[config.mk]
export PLATFORM = sky130hd
export DESIGN_NAME = bundle_fetch_ctrl
export DESIGN_NICKNAME = d
export VERILOG_FILES = /design/src/rtl/pa_fetch_pkg.sv /design/src/rtl/bundle_size_decode.sv /design/src/rtl/bundle_fetch_ctrl.sv
export SDC_FILE = /design/constraint.sdc
export NUM_CORES = 1
export LEC_CHECK = 0
export CORE_MARGIN = 2
export CORE_UTILIZATION = 45
export DETAILED_ROUTE_END_ITERATION = 7
export DONT_BUFFER_PORTS = 1
export HOLD_SLACK_MARGIN = 0.06
export SLEW_MARGIN = 20
export SYNTH_ARGS = -nofsm -noshare
export SYNTH_HDL_FRONTEND = slang
export SYNTH_SLANG_ARGS = --single-unit
[constraint.sdc]
create_clock -name clock_i -period 2 [get_ports clock_i]
set_input_delay 0.1 -clock clock_i [delete_from_list [all_inputs] [get_ports clock_i]]
set_output_delay 0.1 -clock clock_i [all_outputs]
set_load 0.01 [all_outputs]
[src/rtl/pa_fetch_pkg.sv]
// Shared types and constants for the bundle fetch path: FSM states, bundle lengths
// and the widths of the fetch window and the parser instruction field.
package pa_fetch_pkg;

  localparam int WINDOW_W = 64;
  localparam int INSTR_W  = 60;

  localparam logic [3:0] BUNDLE_5B = 4'd5;
  localparam logic [3:0] BUNDLE_7B = 4'd7;
  localparam logic [3:0] BUNDLE_8B = 4'd8;

  typedef enum logic [2:0] {
    ST_IDLE,
    ST_FETCH,
    ST_WAIT,
    ST_ISSUE,
    ST_DRAIN
  } fetch_state_e;

endpackage

[src/rtl/bundle_size_decode.sv]
// Combinational bundle length decode from an 8-byte fetch window whose first
// bundle bit sits at [63]. Reusable by any block that needs to check a bundle length.
module bundle_size_decode
  import pa_fetch_pkg::*;
(
  input  logic [WINDOW_W-1:0] window,
  output logic [3:0]          size
);

  logic f1;
  logic f2;
  logic unused_bits;

  // Instr-2 format bit follows a 19-bit (f1=0) or 30-bit (f1=1) instr-1.
  assign f1 = window[63];
  assign f2 = f1 ? window[33] : window[44];

  assign unused_bits = ^{window[62:45], window[43:34], window[32:0]};

  // NOTE: the default arm gives size a value on every path, so no latch is inferred.
  always_comb begin
    case ({f1, f2})
      2'b00:   size = BUNDLE_5B;
      2'b11:   size = BUNDLE_8B;
      default: size = BUNDLE_7B;
    endcase
  end

endmodule

[src/rtl/bundle_fetch_ctrl.sv]
// Fetch sequencer ahead of the dual-issue bundle parser: owns the PC, fetches one
// 8-byte window per bundle, issues it with a 1-cycle enable and handles redirects.
module bundle_fetch_ctrl
  import pa_fetch_pkg::*;
#(
  parameter int               ADDR_W   = 16,
  parameter logic [ADDR_W-1:0] RESET_PC = '0
) (
  input  logic                clock_i,
  input  logic                reset_ni,
  input  logic                run_i,
  input  logic                stall_i,
  input  logic                branchValid_i,
  input  logic [ADDR_W-1:0]   branchTarget_i,
  output logic                memReq_o,
  output logic [ADDR_W-1:0]   memAddr_o,
  input  logic                memReady_i,
  input  logic                memValid_i,
  input  logic [WINDOW_W-1:0] memData_i,
  output logic [INSTR_W-1:0]  parserInstr_o,
  output logic                parserEnable_o,
  output logic                parserFlush_o,
  output logic [3:0]          bundleSize_o,
  output logic [ADDR_W-1:0]   pc_o
);

  fetch_state_e       state;
  logic [ADDR_W-1:0]  pc_q;
  logic [INSTR_W-1:0] instr_q;
  logic [3:0]         size_q;
  logic [3:0]         win_size;
  logic               resp_pending;

  bundle_size_decode u_size_decode (
    .window (memData_i),
    .size   (win_size)
  );

  // A redirect must still swallow a response that was accepted but has not arrived.
  assign resp_pending = (state == ST_FETCH && memReady_i) ||
                        ((state == ST_WAIT || state == ST_DRAIN) && !memValid_i);

  // NOTE: all state is updated with non-blocking assignments so every register
  // samples the pre-edge values of the others, independent of statement order.
  always_ff @(posedge clock_i or negedge reset_ni) begin
    if (!reset_ni) begin
      state          <= ST_IDLE;
      pc_q           <= RESET_PC;
      memReq_o       <= 1'b0;
      parserEnable_o <= 1'b0;
      parserFlush_o  <= 1'b0;
      // NOTE: the captured window is reset because it drives a port directly;
      // a deep data store would normally be left unreset.
      instr_q        <= '0;
      size_q         <= '0;
    end else begin
      parserEnable_o <= 1'b0;
      parserFlush_o  <= 1'b0;
      if (branchValid_i) begin
        pc_q          <= branchTarget_i;
        parserFlush_o <= 1'b1;
        if (resp_pending) begin
          state    <= ST_DRAIN;
          memReq_o <= 1'b0;
        end else begin
          state    <= run_i ? ST_FETCH : ST_IDLE;
          memReq_o <= run_i;
        end
      end else begin
        case (state)
          ST_IDLE: begin
            if (run_i) begin
              state    <= ST_FETCH;
              memReq_o <= 1'b1;
            end
          end
          ST_FETCH: begin
            if (memReady_i) begin
              state    <= ST_WAIT;
              memReq_o <= 1'b0;
            end
          end
          ST_WAIT: begin
            if (memValid_i) begin
              instr_q <= memData_i[WINDOW_W-1:4];
              size_q  <= win_size;
              state   <= ST_ISSUE;
            end
          end
          ST_ISSUE: begin
            if (!stall_i) begin
              parserEnable_o <= 1'b1;
              pc_q           <= pc_q + ADDR_W'(size_q);
              state          <= run_i ? ST_FETCH : ST_IDLE;
              memReq_o       <= run_i;
            end
          end
          ST_DRAIN: begin
            if (memValid_i) begin
              state    <= run_i ? ST_FETCH : ST_IDLE;
              memReq_o <= run_i;
            end
          end
          default: begin
            state    <= ST_IDLE;
            memReq_o <= 1'b0;
          end
        endcase
      end
    end
  end

  assign memAddr_o     = pc_q;
  assign pc_o          = pc_q;
  assign parserInstr_o = instr_q;
  assign bundleSize_o  = size_q;

endmodule

==> After elaboration in Yosys (flattened, before gate mapping) <==
Cells that the tools add are included.
{ "word_totals": {"register_bits": 86, "out_inout_bits": 99, "word_cells": 58} }
{ "op_classes": {"n_addsub": 1, "n_eq_ne": 12, "n_mux": 25, "n_bitwise": 1, "n_reduce_logical": 12} }
{ "op_table": {"columns": ["op", "n"], "rows": [
  ["16-bit 2-to-1 mux", 3],
  ["3-bit 2-to-1 mux", 7],
  ["16-bit by 4-bit adder with 16-bit output", 1],
  ["3-bit != test (second input constant)", 5],
  ["3-bit one-hot mux with 5 select lines", 1],
  ["1-bit 2-to-1 mux", 12],
  ["5-bit AND reduction", 2],
  ["4-bit one-hot mux with 2 select lines", 1],
  ["3-bit by 2-bit equality test with 1-bit output (second input constant)", 2],
  ["1-bit one-hot mux with 5 select lines", 1],
  ["3-bit by 1-bit equality test with 1-bit output (second input constant)", 1],
  ["3-bit equality test (second input constant)", 1],
  ["3-bit logical NOT", 1],
  ["3-bit AND reduction", 1],
  ["2-bit equality test (second input constant)", 1],
  ["1-bit logical AND", 2],
  ["2-bit logical NOT", 1],
  ["1-bit logical OR", 2],
  ["2-bit by 1-bit != test with 1-bit output (second input constant)", 1],
  ["2-bit != test (second input constant)", 1],
  ["2-bit AND reduction", 1],
  ["2-bit nonzero test", 1],
  ["1-bit logical NOT", 1],
  ["1-bit NOT", 1]
]} }

==> Depth between registers and ports, before layout <==
Gate-level depths: netlist (run 1).
{ "logic_depth": {"depth_word": 6, "mapped_depth": 7, "mapped_depth_nobuf": 6} }

==> Hierarchy <==
From an unflattened synthesis (run 1), not the netlist that was laid out.
{ "unflattened": {"hier_cells": 301, "hier_area_um2": 3925.0} }
{ "modules_own_cells": {"columns": ["module", "instances", "cells_each", "area_each_um2", "seq_area_each_um2"], "rows": [
  ["bundle_fetch_ctrl", 1, 296, 3873.7, 2152.1],
  ["bundle_size_decode", 1, 5, 51.3, 0.0]
]} }

==> Worst setup path after synthesis (run 1) <==
Ideal clock, no wire load.
{ "synth_timing": {"path_kind": "register -> register", "from": "register pc_q[0] (netlist: memAddr_o[0])", "to": "register pc_q[8] (netlist: memAddr_o[8])", "setup_time_ps": 141, "arrival_time_ps": 1858, "required_ps": 1859, "setup_slack_ps": 1, "path_stages_with_launch": 8, "n_path_buf": 1, "cell_sequence": "dfrtp_1 > ha_1 > fa_1 > a21o_1 > a21oi_1 > clkbuf_1 > or3_2 > a31oi_1"} }
{ "synth_between": {"elab_chain_cells": 4} }
{ "synth_lines": {"columns": ["element", "line_no", "text"], "rows": [
  ["from (decl)", "bundle_fetch_ctrl.sv:28", "logic [ADDR_W-1:0] pc_q;"],
  ["from (signal assigned)", "bundle_fetch_ctrl.sv:60", "pc_q <= branchTarget_i;"],
  ["from (signal assigned)", "bundle_fetch_ctrl.sv:93", "pc_q <= pc_q + ADDR_W'(size_q);"],
  ["16-bit by 4-bit adder with 16-bit output", "bundle_fetch_ctrl.sv:93", null],
  ["16-bit 2-to-1 mux", "bundle_fetch_ctrl.sv:91", "if (!stall_i) begin"],
  ["16-bit 2-to-1 mux", "bundle_fetch_ctrl.sv:70", "case (state)"],
  ["16-bit 2-to-1 mux", "bundle_fetch_ctrl.sv:59", "if (branchValid_i) begin"]
]} }
No other way between the ends. The select of a mux whose other input is x is not followed.
A chain may end at the register's enable or synchronous reset.

==> Worst setup path after layout (run 1) <==
{ "layout_timing": {"from": "register size_q[2] (netlist: bundleSize_o[2])", "to": "register pc_q[8] (netlist: memAddr_o[8])"} }
{ "layout_between": {"elab_chain_cells": 4} }
{ "layout_lines": {"columns": ["element", "line_no", "text"], "rows": [
  ["from (decl)", "bundle_fetch_ctrl.sv:30", "logic [3:0] size_q;"],
  ["from (signal assigned)", "bundle_fetch_ctrl.sv:86", "size_q <= win_size;"],
  ["16-bit by 4-bit adder with 16-bit output", "bundle_fetch_ctrl.sv:93", null],
  ["16-bit 2-to-1 mux", "bundle_fetch_ctrl.sv:91", null],
  ["16-bit 2-to-1 mux", "bundle_fetch_ctrl.sv:70", null],
  ["16-bit 2-to-1 mux", "bundle_fetch_ctrl.sv:59", null]
]} }
No other way between the ends. The select of a mux whose other input is x is not followed.

==> metrics.yaml, run 1 <==
layout_common_cells: "dfrtp_1, dlygate4sd3_1, mux2_2"
outcome: "finished with violations"
use_met1_pct: 23.5
place_ws_ns: 0.0746
crit_path_max_fanout: 6
violations: "negative hold slack"
p_clk_share_pct: 20.6
leakage_uw: 0.00218
synth_nets: 405
h-tree-depth: 3
tightest_slew_ns: 0.484
setup_tns_ns: 0
first_iter_violations: 124
ys_seq_area_share_pct: 54.1
grt_antenna_before_repair: 0
combPwrFrac_pct: 28.4
crit_required_ns: 2.27
syn-cell-area_um2: 3930
clkTransAtPathRegs_ns: 0.09
slew_headroom_pct: 67.6
power.density_nw_per_um2: 1270
chipHeight_um: 97.5
place.gp.congestion: 0.842
ioPinCount: 186
switchingPower_uw: 2260
internal-power_uw: 4200
cp.arrival_ns: 2.19
synth_cell_types: 50
fin_util_pct: 59.2
use_met3_pct: 6.83
drtAntennaViolNets: 0
area_delta_synth_final_pct: 29.4
busiest_layer: "met2"
cp-start-kind: "flip-flop"
cts_root_buf: "clkbuf_8"
finalHoldViolations: 85
setup_viol: 0
grt_max_degree: 86
start_util_pct: 45.7
layout_setup_ws_ns: 0.0843
critPathCaptureType: "flip-flop"
vdd_ir_drop_max_mv: 0.691
ys_ff_latch: 85
seqPwrFrac_pct: 51.0
clockBufferDepth: 2
holdBufCountCts: 80
coreArea_um2: 8590
fin_area_um2: 5080
drc: 0
insertion_delay_ns: 0.35
fp.dieW_um: 97.5
die_area_um2: 9500
gr-usage-all-layers_pct: 19.5
vias_per_cell: 5.46
dpl.hpwl_um: 5770
syn_inst: 311
timing.final.max_slew_violations: 0
min_period_ns: 1.92
switching_share_pct: 35.0
cts.sinks: 85
hp-class: "input pin to asynchronous set/reset pin"
fmax_mhz: 522
crit_type: "flip-flop to flip-flop"
final_common_cell: "dfrtp_1"
nets: 486
synth_warnings: 0
finalCritPeriodShare_pct: 95.8
grt_pass1_vias: 2865
holdWs_ns: -0.563
finalClockSkew_ns: 0.00714
io_buffers: 0
synth_flop_cell: "dfrtp_1"
vias: 2759
totalWireLength_um: 9160
rsz0062_at_grt: "yes"
grtUsageMet2_pct: 32.7
overflow: 0
place_area_um2: 4040
dr.pass1.iters: 4
post-cts-setup-buffer-count: 0
grt_pass1_wl_um: 14800
antennaDiodeCount: 0
avgSynthCellArea_um2: 12.6
routedWlPerCell_um: 18.1
rows: 34
drv_cap: 0
cts_buffers: 9
async_flop_share_pct: 100
synth-edff-count: 0
cts_tree: "done"
post_route_cells_drive_above_1_share_pct: 28.5
-- per-stage QoR --
stage	power (uW)	instances
finish	6460	505
floorplan	4470	311
global placement	4860	408
detailed placement	4930	408
global route	6840	505
CTS	6450	504
-- synth_stat cells, drive strengths merged, types with 3 or more instances --
library cell / number / area share [%]
o31ai: 5 / 0.96
clkbuf: 6 / 0.57
nand4: 4 / 0.80
dfrtp: 85 / 54
mux2i: 4 / 1.0
buf: 28 / 5.0
ha: 6 / 1.9
or4: 7 / 1.3
a31oi: 10 / 1.6
and2: 3 / 0.51
a21oi: 4 / 0.51
nand2: 11 / 1.1
nor3b: 3 / 0.57
or3: 3 / 0.51
o21ai: 14 / 1.8
mux2: 63 / 18
nand3: 5 / 0.96
nor2: 16 / 1.5
-- layout make-up --
cell class	instances	area [um^2]
clock inverters	5	83.8
fillers	726	3510
well taps	108	135
multi-input cells	189	1600
clock buffers	11	131
repair buffers	104	991
flip-flops and latches	85	2130
inverters	3	11.3
-- worst max-delay path, stage by stage, from the launching register on --
cell	delay, ns
dfrtp_2	0.45
ha_4	0.18
fa_1	0.40
a21o_1	0.20
a21oi_2	0.17
buf_4	0.17
o21ai_0	0.09
a31oi_1	0.18
-- kinds of logic after synthesis --
family	synth area share (%)
AOI/OAI and AO/OA	8.44
xor gates and xnor gates	0.446
adders and majority gates	2.42
buffers and inverters	5.83
DFF	54.1
muxes	19.1
and+or+nand+nor	9.68
-- final timing paths --
path	depth (start not counted)	slack, ns	to	from
max in group asynchronous	0	2.40	parserInstr_o[59]	reset_ni
worst max-delay path	7	0.08	memAddr_o[8]	bundleSize_o[2]
worst min-delay path	0	-0.56	state[1]	reset_ni
worst min register to register	2	0.57	bundleSize_o[2]	bundleSize_o[2]
min in group clock_i	2	0.08	memReq_o	branchValid_i
worst max register to register	7	0.08	memAddr_o[8]	bundleSize_o[2]
-- per-layer routing --
metal  vias up  part of all wire [%]
li1       1275                     -
met1      1362                    39
met2       110                    51
met3        12                   7.9
met4         0                   1.4
met5         -                     0
-- what timing repair did --
item / 4_1_cts / 5_1_grt
hold endpoints to repair: 170 / 85
resized for setup: 0 / 7
setup endpoints to repair: 0 / 8
-- power groups by stage --
stage | logic, uW | clock network [uW] | registers [uW]
floorplan | 1330 | 0 | 3150
global placement | 1570 | 0 | 3290
detailed placement | 1630 | 0 | 3300
CTS | 1790 | 1380 | 3280
global route | 2010 | 1440 | 3390
finish | 1830 | 1330 | 3290
-- registers in the layout, indices dropped and copies added (netlist names) --
name            flops
parserFlush_o       1
parserEnable_o      1
memReq_o            1
state               3
bundleSize_o        3
parserInstr_o      60
memAddr_o          16
No activity file was read; power rests on OpenSTA's default activity.
==> run 2, diff against run 1 <==
Settings changed: GPL_ROUTABILITY_DRIVEN set to 0, GPL_TIMING_DRIVEN set to 0.
==> run 2 against run 1 <==
Compared with the run above: die area stayed put; the run still ends with negative hold slack left; first-iteration DRC count down 15%; via count grew 2.0%; combinational power hardly changed; count of clock-buffer cells in the layout is the same.
==> metrics.yaml, run 2 (synthesis results as in run 1) <==
critPathCaptureType: "flip-flop"
power.density_nw_per_um2: 1240  # -2.6%
cts_root_buf: "clkbuf_8"
clkTransAtPathRegs_ns: 0.10  # about the same
first_iter_violations: 106  # -15%
largest_reg_flops: 60  # unchanged
coreArea_um2: 8590  # unchanged
holdWs_ns: -0.565  # -0.00198 ns
post_route_cells_drive_above_1_share_pct: 31.5  # +3.1 points
crit_path_max_fanout: 5  # -1
fmax_mhz: 509  # -2.4%
cp.arrival_ns: 2.24  # +0.05 ns
timing.final.max_slew_violations: 0  # unchanged
leakage_uw: 0.00219  # +0.21%
vdd_ir_drop_max_mv: 0.682  # -1.2%
vias_per_cell: 5.46  # about the same
rr_worst_depth: 7  # unchanged
rows: 34  # unchanged
fp.dieW_um: 97.5  # unchanged
drc: 0  # unchanged
finalCritPeriodShare_pct: 98.1  # +2.4 points
holdBufCountCts: 78  # -2.5%
drtAntennaViolNets: 0  # unchanged
tightest_slew_ns: 0.463  # -0.0212 ns
cp-start-kind: "flip-flop"
finalHoldViolations: 85  # unchanged
power_uw: 6360  # -1.5%
setup_viol: 0  # unchanged
nets: 495  # +1.9%
io_buffers: 0  # unchanged
insertion_delay_ns: 0.35  # about the same
crit_type: "flip-flop to flip-flop"
grt_max_degree: 86  # unchanged
violations: "negative hold slack"
layout_common_cells: "dfrtp_1, dlygate4sd3_1, mux2_2"
max_stage_delay_ns: 0.49  # +0.04 ns
crit_slowest_cell: "dfrtp_2"
totalWireLength_um: 9520  # +4.0%
grt_antenna_before_repair: 0  # unchanged
crit_chain: "ha_4 -> fa_2 -> a21o_1 -> a21oi_4 -> clkbuf_8 -> o31ai_1 -> a31oi_1"
finalClockSkew_ns: 0.0152  # +0.00803 ns
multi_input_area_um2: 1650  # +3.1%
layout.area.seq_um2: 2130  # +0.24%
ioPinCount: 186  # unchanged
cts.sinks: 85  # unchanged
crit_required_ns: 2.27  # about the same
overflow: 0  # unchanged
die_area_um2: 9500  # unchanged
h-tree-depth: 3  # unchanged
layout_setup_ws_ns: 0.0371  # -0.0471 ns
cts_buffers: 9  # unchanged
cts_tree: "done"
min_period_ns: 1.96  # +0.0471 ns
chipHeight_um: 97.5  # unchanged
gr-usage-all-layers_pct: 20.1  # +0.61 points
outcome: "finished with violations"
grt_pass1_vias: 3025  # +5.6%
nFillCells: 713  # -1.8%
grt_pass1_wl_um: 15300  # +3.6%
clockBufferDepth: 2  # unchanged
final_common_cell: "dfrtp_1"
dr.pass1.iters: 4  # unchanged
routedWlPerCell_um: 18.5  # +1.9%
area_delta_synth_final_pct: 30.9
drv_cap: 0  # unchanged
place_ws_ns: -0.443  # -0.518 ns
hp-class: "input pin to asynchronous set/reset pin"
slew_headroom_pct: 68.6  # +1.0 points
start_util_pct: 45.7  # unchanged
fin_area_um2: 5140  # +1.2%
vias: 2814  # +2.0%
place_area_um2: 4070  # +0.59%
dpl.hpwl_um: 6070  # +5.2%
rsz0062_at_grt: "yes"
## run 2: changes by cell type in the layout (fill, tap and decap cells not counted), moves of 3 or more
cell / previous run / this run
buf_2: 1 / 8
buf_4: 22 / 18
clkbuf_1: 2 / 6
dfrtp_1: 83 / 79
dfrtp_2: 2 / 6
ha_1: 5 / 2
ha_4: 1 / 4
## run 2: area by class of cell
| type | instances | share of cell area (%) |
|---|---|---|
| clock inverter | 5 | 0.827 |
| timing repair buffer | 80 | 15.6 |
| sequential | 85 | 41.5 |
| inverter | 3 | 0.219 |
| tap | 108 | 2.63 |
| clock buffer | 11 | 2.75 |
| antenna | 1 | 0.0486 |
| buffer | 33 | 4.35 |
| multi-input combinational | 189 | 32.1 |
## run 2: report_power, final
part | leakage, uW | internal (uW) | total [uW] | switching, uW
Combinational | 0.00108 | 1110 | 1850 | 735
Clock | 0.0000841 | 500 | 1160 | 658
Sequential | 0.00102 | 2430 | 3360 | 927
## run 2: worst paths after layout
kind	startpoint	endpoint	slack (ns)
worst min-delay path	reset_ni	memAddr_o[6]	-0.56
worst min register to register	parserInstr_o[6]	parserInstr_o[6]	0.58
worst max-delay path	bundleSize_o[2]	memAddr_o[10]	0.04
max in group asynchronous	reset_ni	bundleSize_o[3]	2.41
worst max register to register	bundleSize_o[2]	memAddr_o[10]	0.04
min in group clock_i	memValid_i	state[2]	0.12
## run 2: worst max-delay path: cells and delay by family (launching register included)
| kind | cells | cell delay [ns] |
|---|---|---|
| buf+inv | 1 | 0.19 |
| flops | 1 | 0.49 |
| fa+ha+maj | 2 | 0.55 |
| compound gates | 4 | 0.67 |
## run 2: metrics by stage
stage                     std cells  utilization (%)  setup TNS (ns)  hold WS, ns
after CTS                       514             59.6               0       -0.589
final                           515             59.9               0       -0.565
after floorplan                 311                -               0       -0.196
after global routing            514             59.8          -0.219       -0.598
after global placement          419             47.3           -2.43       -0.194
after detailed placement        419             47.3           -2.57       -0.194
## run 2: timing repair
action	4_1_cts	5_1_grt
endpoints found under the hold margin	166	85
resized for setup	17	7
setup endpoints to repair	8	8
pin swaps	1	4
gates cloned	1	0
buffers inserted	1	0
## run 2: metal layers
| metal | global-route usage (%) | vias to the layer above | wire length [um] |
|---|---|---|---|
| met5 | 0 | - | 0 |
| met4 | 5.56 | 0 | 111 |
| met3 | 7.12 | 9 | 771 |
| met2 | 34.1 | 109 | 4910 |
| met1 | 24.3 | 1402 | 3720 |
| li1 | - | 1294 | - |
